<file path="src/rtl/pc_fetch_ctrl.sv">
// pc_fetch_ctrl -- RV32I program-counter sequencer and instruction-fetch handshake.
//
// Each cycle this block computes the value the external pc_counter loads on the
// next rising edge. It also drives the req/ack handshake to instruction memory.
// It arbitrates between these sources of the next PC:
//   - sequential advance,
//   - branch/jump redirect,
//   - decode stall,
//   - halt/resume,
//   - misaligned-target trap.
//
// Ports
//   clk_pc          in   1   single clock, rising edge
//   rst_pc          in   1   synchronous, active-low reset
//   pc_cur          in  32   current PC (pc_counter output)
//   pc_next         out 32   next PC (pc_counter input), combinational
//   imem_req        out  1   fetch request, registered
//   imem_addr       out 32   fetch address (follows pc_cur)
//   imem_ack        in   1   memory accepted/returned the fetch this cycle
//   fetch_valid     out  1   fetched instruction valid for decode, combinational
//   stall           in   1   decode hazard, blocks a new fetch in FETCH
//   redirect        in   1   taken branch/jump pulse
//   redirect_target in  32   target of redirect
//   halt            in   1   ecall/ebreak halt request
//   resume          in   1   leave HALT
//   trap            out  1   one-cycle pulse on misaligned redirect target
//   bad_addr        out 32   last misaligned redirect target
//   state           out  2   BOOT=0, FETCH=1, WAIT=2, HALT=3
module pc_fetch_ctrl #(
  parameter logic [31:0] RESET_VECTOR = 32'h0000_0000,
  parameter logic [31:0] TRAP_VECTOR  = 32'h0000_0100
) (
  input  logic        clk_pc,
  input  logic        rst_pc,
  input  logic [31:0] pc_cur,
  output logic [31:0] pc_next,
  output logic        imem_req,
  output logic [31:0] imem_addr,
  input  logic        imem_ack,
  output logic        fetch_valid,
  input  logic        stall,
  input  logic        redirect,
  input  logic [31:0] redirect_target,
  input  logic        halt,
  input  logic        resume,
  output logic        trap,
  output logic [31:0] bad_addr,
  output logic [1:0]  state
);

  typedef enum logic [1:0] {
    ST_BOOT  = 2'd0,
    ST_FETCH = 2'd1,
    ST_WAIT  = 2'd2,
    ST_HALT  = 2'd3
  } state_e;

  state_e      state_q, state_d;
  logic        req_q, req_d;
  logic        trap_q, trap_d;
  logic [31:0] bad_addr_q, bad_addr_d;
  logic        rdr_pend_q, rdr_pend_d;
  logic [31:0] rdr_tgt_q, rdr_tgt_d;
  logic        halt_pend_q, halt_pend_d;

  logic [31:0] pc_next_s;
  logic        fetch_valid_s;
  logic        misaligned_s;
  logic [31:0] redir_pc_s;
  logic [31:0] pc_inc_s;

  // A redirect to a non-word-aligned target is replaced by the trap vector.
  assign misaligned_s = |redirect_target[1:0];
  assign redir_pc_s   = misaligned_s ? TRAP_VECTOR : redirect_target;
  // Natural 32-bit wrap: 0xFFFF_FFFC + 4 = 0.
  assign pc_inc_s     = pc_cur + 32'd4;

  // Next-state, next-PC, and handshake decisions.
  always_comb begin
    state_d       = state_q;
    req_d         = req_q;
    trap_d        = 1'b0;
    bad_addr_d    = bad_addr_q;
    rdr_pend_d    = rdr_pend_q;
    rdr_tgt_d     = rdr_tgt_q;
    halt_pend_d   = halt_pend_q;
    pc_next_s     = pc_cur;
    fetch_valid_s = 1'b0;

    case (state_q)
      ST_BOOT: begin
        pc_next_s = RESET_VECTOR;
        req_d     = 1'b1;
        state_d   = ST_FETCH;
      end

      ST_FETCH: begin
        if (halt) begin
          req_d   = 1'b0;
          state_d = ST_HALT;
        end else if (redirect) begin
          // The redirect cycle drops any ack, and the following cycle is a bubble.
          pc_next_s = redir_pc_s;
          req_d     = 1'b0;
          if (misaligned_s) begin
            trap_d     = 1'b1;
            bad_addr_d = redirect_target;
          end else begin
            trap_d = 1'b0;
          end
        end else if (stall) begin
          req_d = 1'b0;
        end else if (!req_q) begin
          // Bubble cycle: no request is on the bus, so an ack here means nothing.
          req_d = 1'b1;
        end else if (imem_ack) begin
          fetch_valid_s = 1'b1;
          pc_next_s     = pc_inc_s;
          req_d         = 1'b1;
        end else begin
          req_d   = 1'b1;
          state_d = ST_WAIT;
        end
      end

      ST_WAIT: begin
        // The request stays up until ack, and stall has no effect here.
        req_d = 1'b1;
        if (redirect) begin
          rdr_pend_d = 1'b1;
          rdr_tgt_d  = redir_pc_s;
          if (misaligned_s) begin
            trap_d     = 1'b1;
            bad_addr_d = redirect_target;
          end else begin
            trap_d = 1'b0;
          end
        end else begin
          rdr_pend_d = rdr_pend_q;
        end
        if (halt) begin
          halt_pend_d = 1'b1;
        end else begin
          halt_pend_d = halt_pend_q;
        end
        if (imem_ack) begin
          // A redirect arriving together with the ack counts as pending.
          if (redirect || rdr_pend_q) begin
            pc_next_s = redirect ? redir_pc_s : rdr_tgt_q;
            state_d   = ST_FETCH;
            req_d     = 1'b1;
          end else if (halt || halt_pend_q) begin
            fetch_valid_s = 1'b1;
            pc_next_s     = pc_inc_s;
            state_d       = ST_HALT;
            req_d         = 1'b0;
          end else begin
            fetch_valid_s = 1'b1;
            pc_next_s     = pc_inc_s;
            state_d       = ST_FETCH;
            req_d         = 1'b1;
          end
          rdr_pend_d  = 1'b0;
          halt_pend_d = 1'b0;
        end else begin
          state_d = ST_WAIT;
        end
      end

      ST_HALT: begin
        req_d = 1'b0;
        if (redirect) begin
          pc_next_s = redirect_target;
        end else begin
          pc_next_s = pc_cur;
        end
        if (resume) begin
          req_d   = 1'b1;
          state_d = ST_FETCH;
        end else begin
          state_d = ST_HALT;
        end
      end

      default: begin
        req_d   = 1'b0;
        state_d = ST_BOOT;
      end
    endcase

    // While reset is held, pc_counter loads the reset vector.
    if (!rst_pc) begin
      pc_next_s     = RESET_VECTOR;
      fetch_valid_s = 1'b0;
    end else begin
      pc_next_s     = pc_next_s;
      fetch_valid_s = fetch_valid_s;
    end
  end

  // State, handshake, and trap registers with synchronous active-low reset.
  always_ff @(posedge clk_pc) begin
    if (!rst_pc) begin
      state_q     <= ST_BOOT;
      req_q       <= 1'b0;
      trap_q      <= 1'b0;
      bad_addr_q  <= 32'h0000_0000;
      rdr_pend_q  <= 1'b0;
      rdr_tgt_q   <= 32'h0000_0000;
      halt_pend_q <= 1'b0;
    end else begin
      state_q     <= state_d;
      req_q       <= req_d;
      trap_q      <= trap_d;
      bad_addr_q  <= bad_addr_d;
      rdr_pend_q  <= rdr_pend_d;
      rdr_tgt_q   <= rdr_tgt_d;
      halt_pend_q <= halt_pend_d;
    end
  end

  assign pc_next     = pc_next_s;
  assign fetch_valid = fetch_valid_s;
  assign imem_req    = req_q;
  assign imem_addr   = pc_cur;
  assign trap        = trap_q;
  assign bad_addr    = bad_addr_q;
  assign state       = state_q;

endmodule

</file>
<file path="config.mk">
export PLATFORM = sky130hd
export DESIGN_NAME = pc_fetch_ctrl
export DESIGN_NICKNAME = d
export VERILOG_FILES = /design/src/rtl/pc_fetch_ctrl.sv
export SDC_FILE = /design/constraint.sdc
export NUM_CORES = 1
export LEC_CHECK = 0
export BUFFER_PORTS_ARGS = -buffer_cell sky130_fd_sc_hd__buf_2
export CORE_UTILIZATION = 45
export DETAILED_ROUTE_END_ITERATION = 12
export GPL_ROUTABILITY_DRIVEN = 0
export PLACE_DENSITY_LB_ADDON = 0.08
export SLEW_MARGIN = 20
export SYNTH_ARGS = -nofsm -noshare
export SYNTH_HDL_FRONTEND = slang
export SYNTH_SLANG_ARGS = --single-unit
</file>
<file path="constraint.sdc">
create_clock -name clk_pc -period 4.3 [get_ports clk_pc]
set_clock_uncertainty 0.2 [all_clocks]
set_input_delay 0.645 -clock clk_pc [delete_from_list [all_inputs] [get_ports clk_pc]]
set_output_delay 0.645 -clock clk_pc [all_outputs]
set_load 0.02 [all_outputs]
</file>
==> impl_metrics.json, run 1 <==
{
  "run_status": "finished, final reports clean",
  "synth_most_common_cell": "nand2_1",
  "post-cts-setup-buffer-count": 0,
  "synth_common_cells": "nand2_1, a21oi_1, dfxtp_1",
  "vias_per_cell": 6.262,
  "power_frac_comb_pct": 36.3,
  "period_share_pct": 89.37,
  "hold_buffers": 0,
  "grt_max_degree": 65,
  "syn_nets": 968,
  "cp_slowest_stage_delay_ns": 0.37,
  "start_util_pct": 45.94,
  "fin_ws_ns": 0.4569,
  "required_ns": 3.45,
  "seqPwrFrac_pct": 30.5,
  "cts_root_buf": "clkbuf_16",
  "clockBufferDepth": 2,
  "syn_area_per_cell_sq_um": 6.793,
  "crit_type": "input port to output pin",
  "dieArea_sq_um": 13930,
  "routedWlPerCell_microns": 19.90,
  "die-width_microns": 118.0,
  "insertion_delay_ns": 0.33,
  "tightest_slew_ns": 1.041,
  "rsz0062_at_grt": "false",
  "h-tree-depth": 3,
  "slowest_stage": "mux2_2",
  "use_met1_pct": 40.71,
  "dieHeight_microns": 118.0,
  "relSlewSlack_pct": 30.57,
  "nets": 1074,
  "startpoint": "pc_cur[2]",
  "hold_viol_final": 0,
  "ant_nets": 0,
  "netlist_top_cells_area": "dfxtp_1, nand2_1, a21oi_1",
  "rows": 42,
  "via_count": 7383,
  "core_area_sq_um": 13190,
  "final_cell_area_sq_um": 7166,
  "yosys_warnings": 0,
  "power_density_nw_per_um2": 333.7,
  "path_cells": "buf_2, ha_1, nand4b_1, nor4_1, buf_4, nand2_1, nor4_1, mux2_2, o32ai_1, buf_2",
  "first_pass_iters": 6,
  "diodes": 0,
  "yosysTopAreaCell": "dfxtp_1",
  "period_minus_slack_ns": 3.843,
  "use_met2_pct": 52.79,
  "p_leak_nw": 2.860,
  "async_flop_share_pct": 0,
  "finalWirelength_mm": 23.47,
  "grt_use_met3_pct": 7.316,
  "vdd_drop_max_uv": 209.6,
  "synthCells": 892,
  "intPower_mw": 1.506,
  "synth_top_area_share_pct": 23.13,
  "io_buffers": 171,
  "cts_sinks": 70,
  "end_kind": "output pin",
  "max_freq_mhz": 260.2,
  "synthFlopType": "dfxtp_1",
  "pre_cts_slack_ns": 0.5121,
  "drv_cap": 0,
  "seq_area_frac_synth_pct": 23.13,
  "ys_types": 70,
  "tns_ns": 0,
  "grt_overflow": 0,
  "worstHoldStart": "bad_addr[2]",
  "drt_iter0_drc": 901,
  "p_switching_mw": 0.8849,
  "ys_ff_latch": 70,
  "clk_pin_slew_ns": 0.05,
  "r2r_start": "state[0]",
  "antenna_found_initial": 0,
  "grt_pass1_wl_mm": 35.76,
  "setup_viol": 0,
  "p_sw_share_pct": 37.01,
  "hp-class": "register to register",
  "cts_tree": "done",
  "grt_usage_pct": 32.79,
  "numCtsBuffers": 9,
  "placedInstanceArea_sq_um": 6849,
  "drc": 0,
  "slew_violations": 0,
  "cts-resized-gates": 0,
  "top_level_ports": 172,
  "crit_fanout": 8,
  "critPathLaunchType": "input port",
  "fin_hold_ws_ns": 0.2487,
  "power.share.clock_pct": 33.2,
  "synth-edff-count": 0,
  "crit_arrival_ns": 3.00,
  "grt_pass1_vias": 6557,
  "gr-max-usage-layer": "met2",
  "synth_area_sq_um": 6060,
  "dp_hpwl_mm": 17.15,
  "area_delta_synth_final_pct": 18.25,
  "drive_above_1_share_pct": 24.53
}
-- metrics by stage --
step | instances | util, % | power [mW]
6_report | 1179 | 54.33 | 2.391
5_1_grt | 1179 | 54.33 | 2.494
2_1_floorplan | 892 | - | 1.306
3_5_place_dp | 1163 | 51.93 | 1.594
3_3_place_gp | 1163 | 51.93 | 1.595
4_1_cts | 1179 | 54.33 | 2.383
-- path summary, 6_finish.rpt --
check                   to  slack (ns)  cells after the start
min            bad_addr[2]        0.25                      2
min reg2reg    bad_addr[2]        0.25                      2
max            pc_next[30]        0.46                     10
max reg2reg  rdr_tgt_q[18]        1.60                      8
-- critical path, delay by kind of cell --
kind,cells,cell delay (ns)
AND/OR/NAND/NOR,4,0.80
buffers and inverters,3,0.60
multiplexers,1,0.37
AO/OA/AOI/OAI,1,0.33
adder cells (fa/ha/maj),1,0.26
-- cell type report --
cell class	count	area, sq um
clock buffers	12	246.5
inverters	26	97.59
flip-flops and latches	70	1401
well taps	176	220.2
multi-input cells	683	3984
repair buffers	208	1146
clock inverters	4	70.07
fillers	1399	6025
-- per-layer routing --
layer / share of wire, % / wire length [microns] / vias to the layer above
met2: 46 / 10890 / 431
li1: - / - / 3446
met5: 0 / 0 / -
met1: 40 / 9330 / 3429
met3: 8.9 / 2083 / 77
met4: 4.9 / 1160 / 0
-- state kept, by name, summed over array words and instances (netlist names) --
register	cells
rdr_tgt_q	32
bad_addr	32
trap	1
rdr_pend_q	1
imem_req	1
halt_pend_q	1
state	2
-- power groups by stage --
stage / logic, mW / registers, mW / clock network (mW)
final: 0.868 / 0.730 / 0.793
after CTS: 0.852 / 0.729 / 0.801
after floorplan: 0.523 / 0.782 / 0
after detailed placement: 0.851 / 0.743 / 0
after global routing: 0.929 / 0.736 / 0.829
after global placement: 0.852 / 0.743 / 0
-- layout by cell type, fill, tap and decap left out, types with 5 or more instances in the layout --
master and n:
o211ai_1 7, and2_1 5, dfxtp_1 70, buf_2 171, inv_1 23, nor3_1 10
a22oi_1 24, a221oi_1 14, nand4_1 13, nand2_1 143, nand2b_1 6, mux2_2 11
nor2_1 57, a211oi_1 14, xnor2_1 22, o32ai_1 5, a21o_1 5, a21oi_1 97
o21ai_0 64, and3_1 14, ha_1 5, a222oi_1 6, o22ai_1 5, a32o_1 5
a31oi_1 18, nand3_1 45, clkbuf_16 9, nor4_1 12, a22o_1 9, xor2_1 6
buf_4 36
-- logic make-up (layout without fill, tap and decap cells) --
group                      Yosys count  in the layout  share of synthesized area (%)
adders and majority gates            5              5                          1.032
buffers and inverters              139            250                          11.21
AOI/OAI and AO/OA                  296            296                          31.10
DFF                                 70             70                          23.13
muxes                               15             15                          2.705
and+or+nand+nor                    339            339                          26.78
xor gates and xnor gates            28             28                          4.047
Power figures use the tool's default switching activity.
==> run 2: changes to the inputs <==
--- a/config.mk
+++ b/config.mk
@@ -5,9 +5,10 @@
 export SDC_FILE = /design/constraint.sdc
 export NUM_CORES = 1
 export LEC_CHECK = 0
-export BUFFER_PORTS_ARGS = -buffer_cell sky130_fd_sc_hd__buf_2
 export CORE_UTILIZATION = 45
+export CTS_CLUSTER_DIAMETER = 30
 export DETAILED_ROUTE_END_ITERATION = 12
+export DONT_BUFFER_PORTS = 1
 export GPL_ROUTABILITY_DRIVEN = 0
 export PLACE_DENSITY_LB_ADDON = 0.08
 export SLEW_MARGIN = 20
==> run 2 against run 1 <==
Flip-flop and latch count did not move. Global-route usage increased by 0.44 points. Wire length increased by 1.5%. Sequential power up 7.3%. Final cell count shrank 14%. Critical endpoint is now pc_next[18]. Sequential share of layout area grew 2.4 points. Maximum frequency shrank 0.28%. Clock power rose by 9.8%. Hold slack got worse by 0.0081 ns. Via count is 6.9% lower. Register-to-register slack improved by 0.35 ns.
==> impl_metrics.json, run 2 (synthesis gave the netlist of run 1 again) <==
{
  "grt_use_met3_pct": 8.188,
  "crit_type": "register to output pin",
  "gr-max-usage-layer": "met2",
  "vdd_drop_max_uv": 241.4,
  "dp_hpwl_mm": 17.20,
  "routedWlPerCell_microns": 23.47,
  "max_freq_mhz": 259.5,
  "cts_sinks": 70,
  "cp_slowest_stage_delay_ns": 0.55,
  "clk_pin_slew_ns": 0.06,
  "fillers": 1375,
  "area_delta_synth_final_pct": 5.431,
  "finalWirelength_mm": 23.82,
  "post-cts-setup-buffer-count": 0,
  "drc": 0,
  "crit_fanout": 10,
  "rsz0062_at_grt": "false",
  "period_share_pct": 89.62,
  "setup_viol": 0,
  "dieArea_sq_um": 13930,
  "final_cell_area_sq_um": 6389,
  "antenna_found_initial": 0,
  "io_buffers": 0,
  "power_density_nw_per_um2": 359.3,
  "diodes": 0,
  "run_status": "finished, final reports clean",
  "slowest_stage": "dfxtp_1",
  "hold_buffers": 0,
  "period_minus_slack_ns": 3.854,
  "crit_arrival_ns": 3.01,
  "core_area_sq_um": 13190,
  "grt_pass1_vias": 6458,
  "path_cells": "ha_1, clkinv_1, nor2_2, nand2_1, or4_1, nand3_1, a22o_1",
  "crit_buf_inv": 1,
  "ant_nets": 0,
  "slew_violations": 0,
  "required_ns": 3.45,
  "drive_above_1_share_pct": 9.893,
  "placedInstanceArea_sq_um": 6038,
  "hold_viol_final": 0,
  "relSlewSlack_pct": 32.85,
  "most-common-layout-cells": "nand2_1, a21oi_1, dfxtp_1",
  "drt_iter0_drc": 817,
  "critPathLaunchType": "register",
  "die-width_microns": 118.0,
  "drv_cap": 0,
  "end_kind": "output pin",
  "layout_commonest_cell": "nand2_1",
  "nets": 910,
  "p_leak_nw": 2.137,
  "crit_family": "simple AND/OR/NAND/NOR gates",
  "start_util_pct": 45.94,
  "tightest_slew_ns": 1.006,
  "grt_overflow": 0,
  "h-tree-depth": 3,
  "dieHeight_microns": 118.0,
  "numCtsBuffers": 9,
  "cts_root_buf": "clkbuf_16",
  "use_met1_pct": 40.01,
  "cts_tree": "done",
  "use_met2_pct": 54.37,
  "grt_pass1_wl_mm": 36.03,
  "via_count": 6874,
  "grt_usage_pct": 33.23,
  "vias_per_cell": 6.772,
  "top_level_ports": 172,
  "grt_max_degree": 98,
  "tns_ns": 0,
  "first_pass_iters": 8,
  "insertion_delay_ns": 0.33,
  "rows": 42,
  "cts-resized-gates": 0,
  "hp-class": "input port to register",
  "clockBufferDepth": 2
}
[run 2: cell count changes in the layout (fill, tap and decap cells not counted), sizes merged]
cell and change:
clkbuf +1, bufinv +1, clkinv -2, buf -164
[run 2: layout make-up]
| type | instances | area, sq um | area share (%) |
|---|---|---|---|
| multi-input combinational | 683 | 3989 | 62.44 |
| sequential | 70 | 1401 | 21.93 |
| timing repair buffer | 44 | 330.3 | 5.170 |
| clock buffer | 13 | 260.3 | 4.074 |
| tap | 176 | 220.2 | 3.447 |
| inverter | 26 | 97.59 | 1.528 |
| clock inverter | 3 | 90.09 | 1.410 |
[run 2: report_power, final]
part           internal (mW)  total (mW)  leakage, nW  switching [mW]
Sequential             0.699       0.783        0.568          0.0836
Clock                  0.599       0.871        0.170           0.272
Combinational          0.225       0.641         1.40           0.416
[run 2: layer usage]
metal	routed length, microns	vias up
met5	0	-
met1	8827	3263
met2	11320	429
met3	2422	85
li1	-	3097
met4	1252	0
[run 2: worst paths after layout]
path	startpoint	endpoint	slack (ns)	cells past startpoint
max	state[1]	pc_next[18]	0.45	7
min	redirect_target[3]	bad_addr[3]	0.24	2
max reg2reg	state[1]	rdr_tgt_q[18]	1.95	7
min reg2reg	rdr_tgt_q[16]	rdr_tgt_q[16]	0.26	2
[run 2: through the flow]
stage	setup WS, ns	hold slack [ns]	instances	total power, mW	util [%]
floorplan	0.6725	0.2311	892	1.306	-
global placement	0.7071	0.2412	999	1.411	45.78
detailed placement	0.7138	0.2471	999	1.426	45.78
CTS	0.4679	0.2322	1015	2.297	48.43
global route	0.3500	0.2460	1015	2.389	48.43
finish	0.4462	0.2406	1015	2.295	48.43
